==> src/rtl/ps2_kbd_pkg.sv <==
// Shared PS/2 set-2 constants, event record and decoder state encoding.
package ps2_kbd_pkg;

  localparam logic [7:0] SC_EXT = 8'hE0;
  localparam logic [7:0] SC_BRK = 8'hF0;
  localparam int unsigned EV_W = 10;

  typedef struct packed {
    logic       ext;
    logic       brk;
    logic [7:0] code;
  } kbd_event_t;

  typedef enum logic [2:0] {
    StIdle,
    StExt,
    StBrk,
    StExtBrk,
    StAck
  } dec_state_e;

endpackage

==> src/rtl/ps2_key_event_decoder_if.sv <==
// Receiver-side handshake, event FIFO head and status bundle of the key event decoder.
interface ps2_key_event_decoder_if #(
  parameter int unsigned COUNT_W  = 8,
  parameter int unsigned MAX_HELD = 4
);
  localparam int unsigned HeldW = $clog2(MAX_HELD + 1);

  logic [7:0]         rx_data;
  logic               rx_ready;
  logic               rx_nextdata_n;
  logic               rx_overflow;
  logic               ev_valid;
  logic [7:0]         ev_code;
  logic               ev_ext;
  logic               ev_break;
  logic               ev_rd;
  logic [COUNT_W-1:0] key_count;
  logic [7:0]         cur_key;
  logic [HeldW-1:0]   held_count;
  logic               overflow;

  modport master (
    output rx_data, rx_ready, rx_overflow, ev_rd,
    input  rx_nextdata_n, ev_valid, ev_code, ev_ext, ev_break, key_count, cur_key,
           held_count, overflow
  );

  modport slave (
    input  rx_data, rx_ready, rx_overflow, ev_rd,
    output rx_nextdata_n, ev_valid, ev_code, ev_ext, ev_break, key_count, cur_key,
           held_count, overflow
  );
endinterface

==> src/rtl/kbd_event_fifo.sv <==
// Show-ahead event FIFO; a push into a full FIFO is dropped unless a pop frees a slot.
module kbd_event_fifo #(
  parameter int unsigned WIDTH = 10,
  parameter int unsigned DEPTH = 8
) (
  input  logic             clk,
  input  logic             clrn,
  input  logic             push_i,
  input  logic [WIDTH-1:0] data_i,
  input  logic             pop_i,
  output logic [WIDTH-1:0] data_o,
  output logic             empty_o,
  output logic             full_o,
  output logic             drop_o
);
  localparam int unsigned AW = $clog2(DEPTH);

  logic [WIDTH-1:0] mem_q [DEPTH];
  logic [AW:0]      wr_ptr_q, rd_ptr_q;
  logic             do_push, do_pop;

  // Extra pointer bit distinguishes full from empty.
  assign empty_o = (wr_ptr_q == rd_ptr_q);
  assign full_o  = (wr_ptr_q[AW] != rd_ptr_q[AW]) && (wr_ptr_q[AW-1:0] == rd_ptr_q[AW-1:0]);
  assign do_pop  = pop_i && !empty_o;
  assign do_push = push_i && (!full_o || do_pop);
  assign drop_o  = push_i && full_o && !do_pop;
  assign data_o  = mem_q[rd_ptr_q[AW-1:0]];

  always_ff @(posedge clk or negedge clrn) begin
    if (!clrn) begin
      wr_ptr_q <= '0;
      rd_ptr_q <= '0;
    end else begin
      if (do_push) wr_ptr_q <= wr_ptr_q + 1'b1;
      if (do_pop)  rd_ptr_q <= rd_ptr_q + 1'b1;
    end
  end

  always_ff @(posedge clk) begin
    if (do_push) mem_q[wr_ptr_q[AW-1:0]] <= data_i;
  end

endmodule

==> src/rtl/ps2_key_event_decoder.sv <==
// PS/2 set-2 scancode decoder: prefix FSM, held-key table for repeat suppression, event FIFO.
module ps2_key_event_decoder
  import ps2_kbd_pkg::*;
#(
  parameter int unsigned FIFO_DEPTH = 8,
  parameter int unsigned COUNT_W    = 8,
  parameter int unsigned MAX_HELD   = 4
) (
  input logic                  clk,
  input logic                  clrn,
  ps2_key_event_decoder_if.slave bus
);
  localparam int unsigned HeldW = $clog2(MAX_HELD + 1);

  dec_state_e         state_q, ret_q, ret_d;
  logic               take, in_ext, in_brk, ev_done, ev_fire, push;
  logic               fifo_empty, fifo_full, fifo_drop;
  logic [EV_W-1:0]    fifo_rdata;
  kbd_event_t         ev, head;
  logic [MAX_HELD-1:0] held_vld_q, held_vld_d, hit, free_oh;
  logic [8:0]         held_key_q [MAX_HELD];
  logic [8:0]         held_key_d [MAX_HELD];
  logic [COUNT_W-1:0] key_count_q, key_count_d;
  logic [7:0]         cur_key_q, cur_key_d;
  logic               overflow_q;
  logic [HeldW-1:0]   held_cnt;

  // Prefix decode of the byte on offer; only acted on when take is high.
  always_comb begin
    take    = bus.rx_ready && (state_q != StAck);
    in_ext  = (state_q == StExt) || (state_q == StExtBrk);
    in_brk  = (state_q == StBrk) || (state_q == StExtBrk);
    ret_d   = StIdle;
    ev_done = 1'b0;
    if (bus.rx_data == SC_EXT && (state_q == StIdle || state_q == StExt)) begin
      ret_d = StExt;
    end else if (bus.rx_data == SC_BRK) begin
      ret_d = in_ext ? StExtBrk : StBrk;
    end else begin
      ev_done = 1'b1;
    end
    ev.ext  = in_ext;
    ev.brk  = in_brk;
    ev.code = bus.rx_data;
  end

  assign ev_fire           = take && ev_done;
  assign bus.rx_nextdata_n = ~take;

  always_ff @(posedge clk or negedge clrn) begin
    if (!clrn) begin
      state_q <= StIdle;
      ret_q   <= StIdle;
    end else if (state_q == StAck) begin
      state_q <= ret_q;
    end else if (take) begin
      state_q <= StAck;
      ret_q   <= ret_d;
    end
  end

  // Lowest empty slot, one-hot; zero when the table is full.
  assign free_oh = ~held_vld_q & (held_vld_q + MAX_HELD'(1));

  always_comb begin
    hit = '0;
    for (int i = 0; i < MAX_HELD; i++) begin
      hit[i] = held_vld_q[i] && (held_key_q[i] == {ev.ext, ev.code});
    end
  end

  assign push = ev_fire && (ev.brk || !(|hit));

  always_comb begin
    held_vld_d  = held_vld_q;
    held_key_d  = held_key_q;
    key_count_d = key_count_q;
    cur_key_d   = cur_key_q;
    if (ev_fire) begin
      if (!ev.brk) begin
        if (!(|hit)) begin
          key_count_d = key_count_q + 1'b1;
          cur_key_d   = ev.code;
          for (int i = 0; i < MAX_HELD; i++) begin
            if (free_oh[i]) begin
              held_vld_d[i] = 1'b1;
              held_key_d[i] = {ev.ext, ev.code};
            end
          end
        end
      end else begin
        held_vld_d = held_vld_q & ~hit;
        if ((|hit) && ev.code == cur_key_q) cur_key_d = '0;
      end
    end
  end

  always_ff @(posedge clk or negedge clrn) begin
    if (!clrn) begin
      held_vld_q  <= '0;
      for (int i = 0; i < MAX_HELD; i++) held_key_q[i] <= '0;
      key_count_q <= '0;
      cur_key_q   <= '0;
      overflow_q  <= 1'b0;
    end else begin
      held_vld_q  <= held_vld_d;
      held_key_q  <= held_key_d;
      key_count_q <= key_count_d;
      cur_key_q   <= cur_key_d;
      overflow_q  <= overflow_q | bus.rx_overflow | fifo_drop;
    end
  end

  always_comb begin
    held_cnt = '0;
    for (int i = 0; i < MAX_HELD; i++) held_cnt = held_cnt + HeldW'(held_vld_q[i]);
  end

  kbd_event_fifo #(
    .WIDTH(EV_W),
    .DEPTH(FIFO_DEPTH)
  ) u_fifo (
    .clk    (clk),
    .clrn   (clrn),
    .push_i (push),
    .data_i (ev),
    .pop_i  (bus.ev_rd),
    .data_o (fifo_rdata),
    .empty_o(fifo_empty),
    .full_o (fifo_full),
    .drop_o (fifo_drop)
  );

  assign head           = kbd_event_t'(fifo_rdata);
  assign bus.ev_valid   = ~fifo_empty;
  assign bus.ev_code    = head.code;
  assign bus.ev_ext     = head.ext;
  assign bus.ev_break   = head.brk;
  assign bus.key_count  = key_count_q;
  assign bus.cur_key    = cur_key_q;
  assign bus.held_count = held_cnt;
  assign bus.overflow   = overflow_q;

endmodule
==> src/flat_wrapper.sv <==
// flat-port wrapper written by rule: the top's interface ports become plain ports
module ps2_key_event_decoder_flat import ps2_kbd_pkg::*;
#(
  parameter int unsigned FIFO_DEPTH = 8,
  parameter int unsigned COUNT_W    = 8,
  parameter int unsigned MAX_HELD   = 4
)
  (clk, clrn, bus_rx_data, bus_rx_ready, bus_rx_overflow, bus_ev_rd, bus_rx_nextdata_n, bus_ev_valid, bus_ev_code, bus_ev_ext, bus_ev_break, bus_key_count, bus_cur_key, bus_held_count, bus_overflow);
  ps2_key_event_decoder_if #(.COUNT_W(COUNT_W), .MAX_HELD(MAX_HELD)) bus_i ();
  input logic clk;
  input logic clrn;
  input wire logic [$bits(bus_i.rx_data)-1:0] bus_rx_data;
  input wire logic [$bits(bus_i.rx_ready)-1:0] bus_rx_ready;
  input wire logic [$bits(bus_i.rx_overflow)-1:0] bus_rx_overflow;
  input wire logic [$bits(bus_i.ev_rd)-1:0] bus_ev_rd;
  output wire logic [$bits(bus_i.rx_nextdata_n)-1:0] bus_rx_nextdata_n;
  output wire logic [$bits(bus_i.ev_valid)-1:0] bus_ev_valid;
  output wire logic [$bits(bus_i.ev_code)-1:0] bus_ev_code;
  output wire logic [$bits(bus_i.ev_ext)-1:0] bus_ev_ext;
  output wire logic [$bits(bus_i.ev_break)-1:0] bus_ev_break;
  output wire logic [$bits(bus_i.key_count)-1:0] bus_key_count;
  output wire logic [$bits(bus_i.cur_key)-1:0] bus_cur_key;
  output wire logic [$bits(bus_i.held_count)-1:0] bus_held_count;
  output wire logic [$bits(bus_i.overflow)-1:0] bus_overflow;
  assign bus_i.rx_data = bus_rx_data;
  assign bus_i.rx_ready = bus_rx_ready;
  assign bus_i.rx_overflow = bus_rx_overflow;
  assign bus_i.ev_rd = bus_ev_rd;
  assign bus_rx_nextdata_n = bus_i.rx_nextdata_n;
  assign bus_ev_valid = bus_i.ev_valid;
  assign bus_ev_code = bus_i.ev_code;
  assign bus_ev_ext = bus_i.ev_ext;
  assign bus_ev_break = bus_i.ev_break;
  assign bus_key_count = bus_i.key_count;
  assign bus_cur_key = bus_i.cur_key;
  assign bus_held_count = bus_i.held_count;
  assign bus_overflow = bus_i.overflow;
  ps2_key_event_decoder #(.FIFO_DEPTH(FIFO_DEPTH), .COUNT_W(COUNT_W), .MAX_HELD(MAX_HELD)) u_core (.clk(clk), .clrn(clrn), .bus(bus_i));
endmodule
==> config.mk <==
export PLATFORM = sky130hd
export DESIGN_NAME = ps2_key_event_decoder_flat
export DESIGN_NICKNAME = d
export VERILOG_FILES = /design/src/rtl/ps2_kbd_pkg.sv /design/src/rtl/ps2_key_event_decoder_if.sv /design/src/rtl/kbd_event_fifo.sv /design/src/rtl/ps2_key_event_decoder.sv /design/src/flat_wrapper.sv
export SDC_FILE = /design/constraint.sdc
export NUM_CORES = 1
export LEC_CHECK = 0
export ABC_CLOCK_PERIOD_IN_PS = 4500
export CAP_MARGIN = 10
export CORE_ASPECT_RATIO = 0.6
export CORE_MARGIN = 10
export CORE_UTILIZATION = 39
export DETAILED_ROUTE_END_ITERATION = 7
export PLACE_DENSITY = 0.62
export SLEW_MARGIN = 20
export SYNTH_ARGS = -nofsm -noshare
export SYNTH_HDL_FRONTEND = slang
export SYNTH_SLANG_ARGS = --single-unit
==> constraint.sdc <==
create_clock -name clk -period 4.5 [get_ports clk]
set_input_delay 0.9 -clock clk [delete_from_list [all_inputs] [get_ports clk]]
set_output_delay 0.9 -clock clk [all_outputs]
set_load 0.005 [all_outputs]
==> qor.json <==
{
  "detail_route.wirelength_mm": 14.0,
  "worst-slew-pin-transition_ns": 1.03,
  "initial_core_util_pct": 39.5,
  "fp.dieH_um": 122,
  "drtIter0Drc": 274,
  "final_antenna_net_count": 0,
  "timing.rr.end": "u_core.held_key_q[13]",
  "drt_pre_antenna_iters": 4,
  "gp_congestion": 0.783,
  "clock_latency_on_the_worst_skew_pair_ns": 0.42,
  "grt_first_pass_wirelength_mm": 22.7,
  "dp.final_hpwl_mm": 9.66,
  "fmaxAchievable_mhz": 265,
  "postcts_setup_bufs": 0,
  "synthDistinctLibCells": 53,
  "rows": 37,
  "final_layout_size_suffix_gt1_share_pct": 24.9,
  "first_global_vias": 3918,
  "dpl_worst_slack_ns": 0.352,
  "run_status": "finished, final reports clean",
  "synth_ff_type": "edfxtp_1",
  "finalMaxSlewViolations": 0,
  "power-per-cell-area_nw_per_um2": 614,
  "postSynthNetCount": 444,
  "synth_area_per_cell_um2": 15.8,
  "crit_fanout": 23,
  "worstPathRequired_ns": 4.79,
  "rsz_0062_raised_after_global_routing": "false",
  "ys_seq_elements": 150,
  "critical_path_class": "in -> reg",
  "synthToLayoutAreaGrowth_pct": 19.5,
  "route.detailed.drc": 0,
  "relSlewSlack_pct": 31.3,
  "groute.usage.overall_pct": 12.8,
  "power.leakage_nw": 3.01,
  "timing.final.crit_share_pct": 83.7,
  "num-nets-final": 504,
  "worstSetupStartpointType": "input pin",
  "end_kind": "flop",
  "fillCellCount": 1472,
  "final-instance-count-excl-fill": 731,
  "layout_commonest_cell": "edfxtp_1",
  "number_of_buffers_inserted_during_clock_tree_synthesis": 17,
  "rr_worst_depth": 7,
  "async_flop_share_pct": 46.7,
  "cp.arrival_ns": 4.06,
  "postCtsResizedCells": 0,
  "reg2reg_slack_ns": 1.34,
  "mappedNetlistArea_um2": 6710,
  "vias": 3691,
  "chipWidth_um": 189,
  "cts_max_path_buffers": 2,
  "fin_crit_ns": 3.77,
  "synth_seq_area_share_pct": 61.9,
  "crit_buf_inv": 1,
  "timing.final.setup_violations": 0,
  "ioPinCount": 45,
  "crit_chain": "clkdlybuf4s50_1 > xnor2_1 > nand4_1 > nor3_1 > o2bb2a_4 > and4_4 > nand3b_1 > mux2_1",
  "maximum_number_of_pins_on_one_net_before_global_route_repair": 43,
  "yosys_top_cell_area_share_pct": 35.8,
  "largest_stage_delay_on_the_critical_path_ns": 0.75,
  "floorplan.core_area_um2": 17000,
  "fp.dieArea_um2": 23000,
  "critical-path-top-delay-family": "simple AND/OR/NAND/NOR gates",
  "wl_per_cell_um": 19.2,
  "timing.clock.skew_ns": 0.0113,
  "synth_cells": 424,
  "synth-edff-count": 80,
  "crit_start": "bus_rx_data[0]",
  "slowest_stage": "clkdlybuf4s50_1",
  "yosys.area.top_type": "edfxtp_1",
  "numPortBuffers": 44,
  "final.setup.worst_slack_ns": 0.732,
  "yosys-top-cells-area": "edfxtp_1, dfrtp_1, mux4_2",
  "class_of_the_tightest_hold_or_removal_check": "reg -> reg",
  "via_per_inst": 5.05,
  "antenna-diode-count": 0,
  "initial_antenna_violation_count": 0,
  "grt_overflow_total": 0,
  "cts_max_level": 4,
  "totalNegativeSetupSlack_ns": 0,
  "clkTransAtPathRegs_ns": 0.06,
  "ys.warnings.count": 0,
  "place.detailed.instances": 699,
  "peakVddDrop_v": 0.000285,
  "hold_buffers": 0,
  "final_hold_viol_count": 0,
  "r2r_start": "u_core.state_q[0]",
  "crit_path_end": "u_core.held_key_q[13]",
  "path_depth": 8,
  "cts.sinks": 150,
  "most-common-layout-cells": "edfxtp_1, dfrtp_1, clkdlybuf4s50_1, xnor2_1, mux2_2",
  "cts_tree": "built",
  "maxCapViolations": 0,
  "cts.root.buffer_cell": "clkbuf_16"
}
-- worst min path at each step --
stage,startpoint,to,slack [ns],cells after the start
after CTS,u_core.ret_q[0],u_core.ret_q[0],0.48,2
after global placement,u_core.ret_q[0],u_core.ret_q[0],0.45,2
after detailed placement,u_core.ret_q[0],u_core.ret_q[0],0.47,2
after floorplan,u_core.ret_q[0],u_core.ret_q[0],0.44,2
after global routing,clrn,u_core.bus.key_count[0],0.51,1
final,u_core.ret_q[0],u_core.ret_q[0],0.47,2
-- layer usage --
metal | GRT usage [%] | vias up | wire length [um]
li1 | - | 1699 | -
met1 | 18.9 | 1904 | 7320
met2 | 17.8 | 76 | 5920
met3 | 3.57 | 12 | 642
met4 | 3.60 | 0 | 126
met5 | 0 | - | 0
-- sequential cells by signal (all words and copies together), names as in the netlist --
name,flops
u_core.u_fifo.rd_ptr_q,4
u_core.bus.cur_key,8
u_core.held_vld_q,4
u_core.ret_q,2
u_core.u_fifo.wr_ptr_q,4
u_core.held_key_q,36
u_core.state_q,3
u_core.u_fifo.mem_q,80
u_core.bus.overflow,1
u_core.bus.key_count,8
-- worst reg2reg max path, stage by stage (launching register included) --
cell      delay [ns]
dfrtp_1         0.40
nor2b_2         0.64
xnor2_1         0.18
and4_1          0.23
o2bb2a_4        0.21
and4_4          0.42
nand3b_1        0.47
mux2_1          0.48
-- cell families after synthesis --
group	Yosys count	synth area share [%]
flops	150	61.9
simple gates	80	7.37
mux	69	15.4
xor+xnor	61	8.08
buf+inv	32	2.87
compound gates	25	2.91
fa+ha+maj	7	1.42
-- cell type report --
cell class | count | area (um^2) | share of cell area (%)
clock buffers | 17 | 425 | 5.31
clock inverters | 15 | 140 | 1.75
inverters | 8 | 30.0 | 0.374
multi-input cells | 242 | 2380 | 29.7
flip-flops and latches | 150 | 4150 | 51.8
well taps | 234 | 293 | 3.65
repair buffers | 65 | 596 | 7.43
-- cells in the mapped netlist (4+ instances only) --
library cell and number:
nand4_1 13, mux2_4 9, inv_1 8, nor2_1 7, xor2_1 21, edfxtp_1 80, nand2_1 22, mux4_2 20
mux2_2 26, mux2_1 14, buf_4 7, a22o_1 8, ha_1 6, o21ai_0 5, nand3_1 5, clkbuf_1 7
dfrtp_1 70, nor4_1 4, xnor2_1 39, buf_6 6
-- through the flow --
step	instance area, um^2	utilization, %	power [mW]	hold slack, ns
after detailed placement	7450	43.9	3.61	0.466
final	8020	47.2	4.92	0.468
after global placement	7450	43.9	3.57	0.451
after global routing	8020	47.2	5.21	0.509
after floorplan	6710	-	2.94	0.439
after CTS	8020	47.2	4.99	0.478
-- power breakdown --
part	leakage, nW	switching (mW)	internal [mW]
combinational	1.13	0.598	0.902
sequential	1.60	0.316	1.74
clock	0.279	0.587	0.774
No activity file was read; power rests on OpenSTA's default activity.
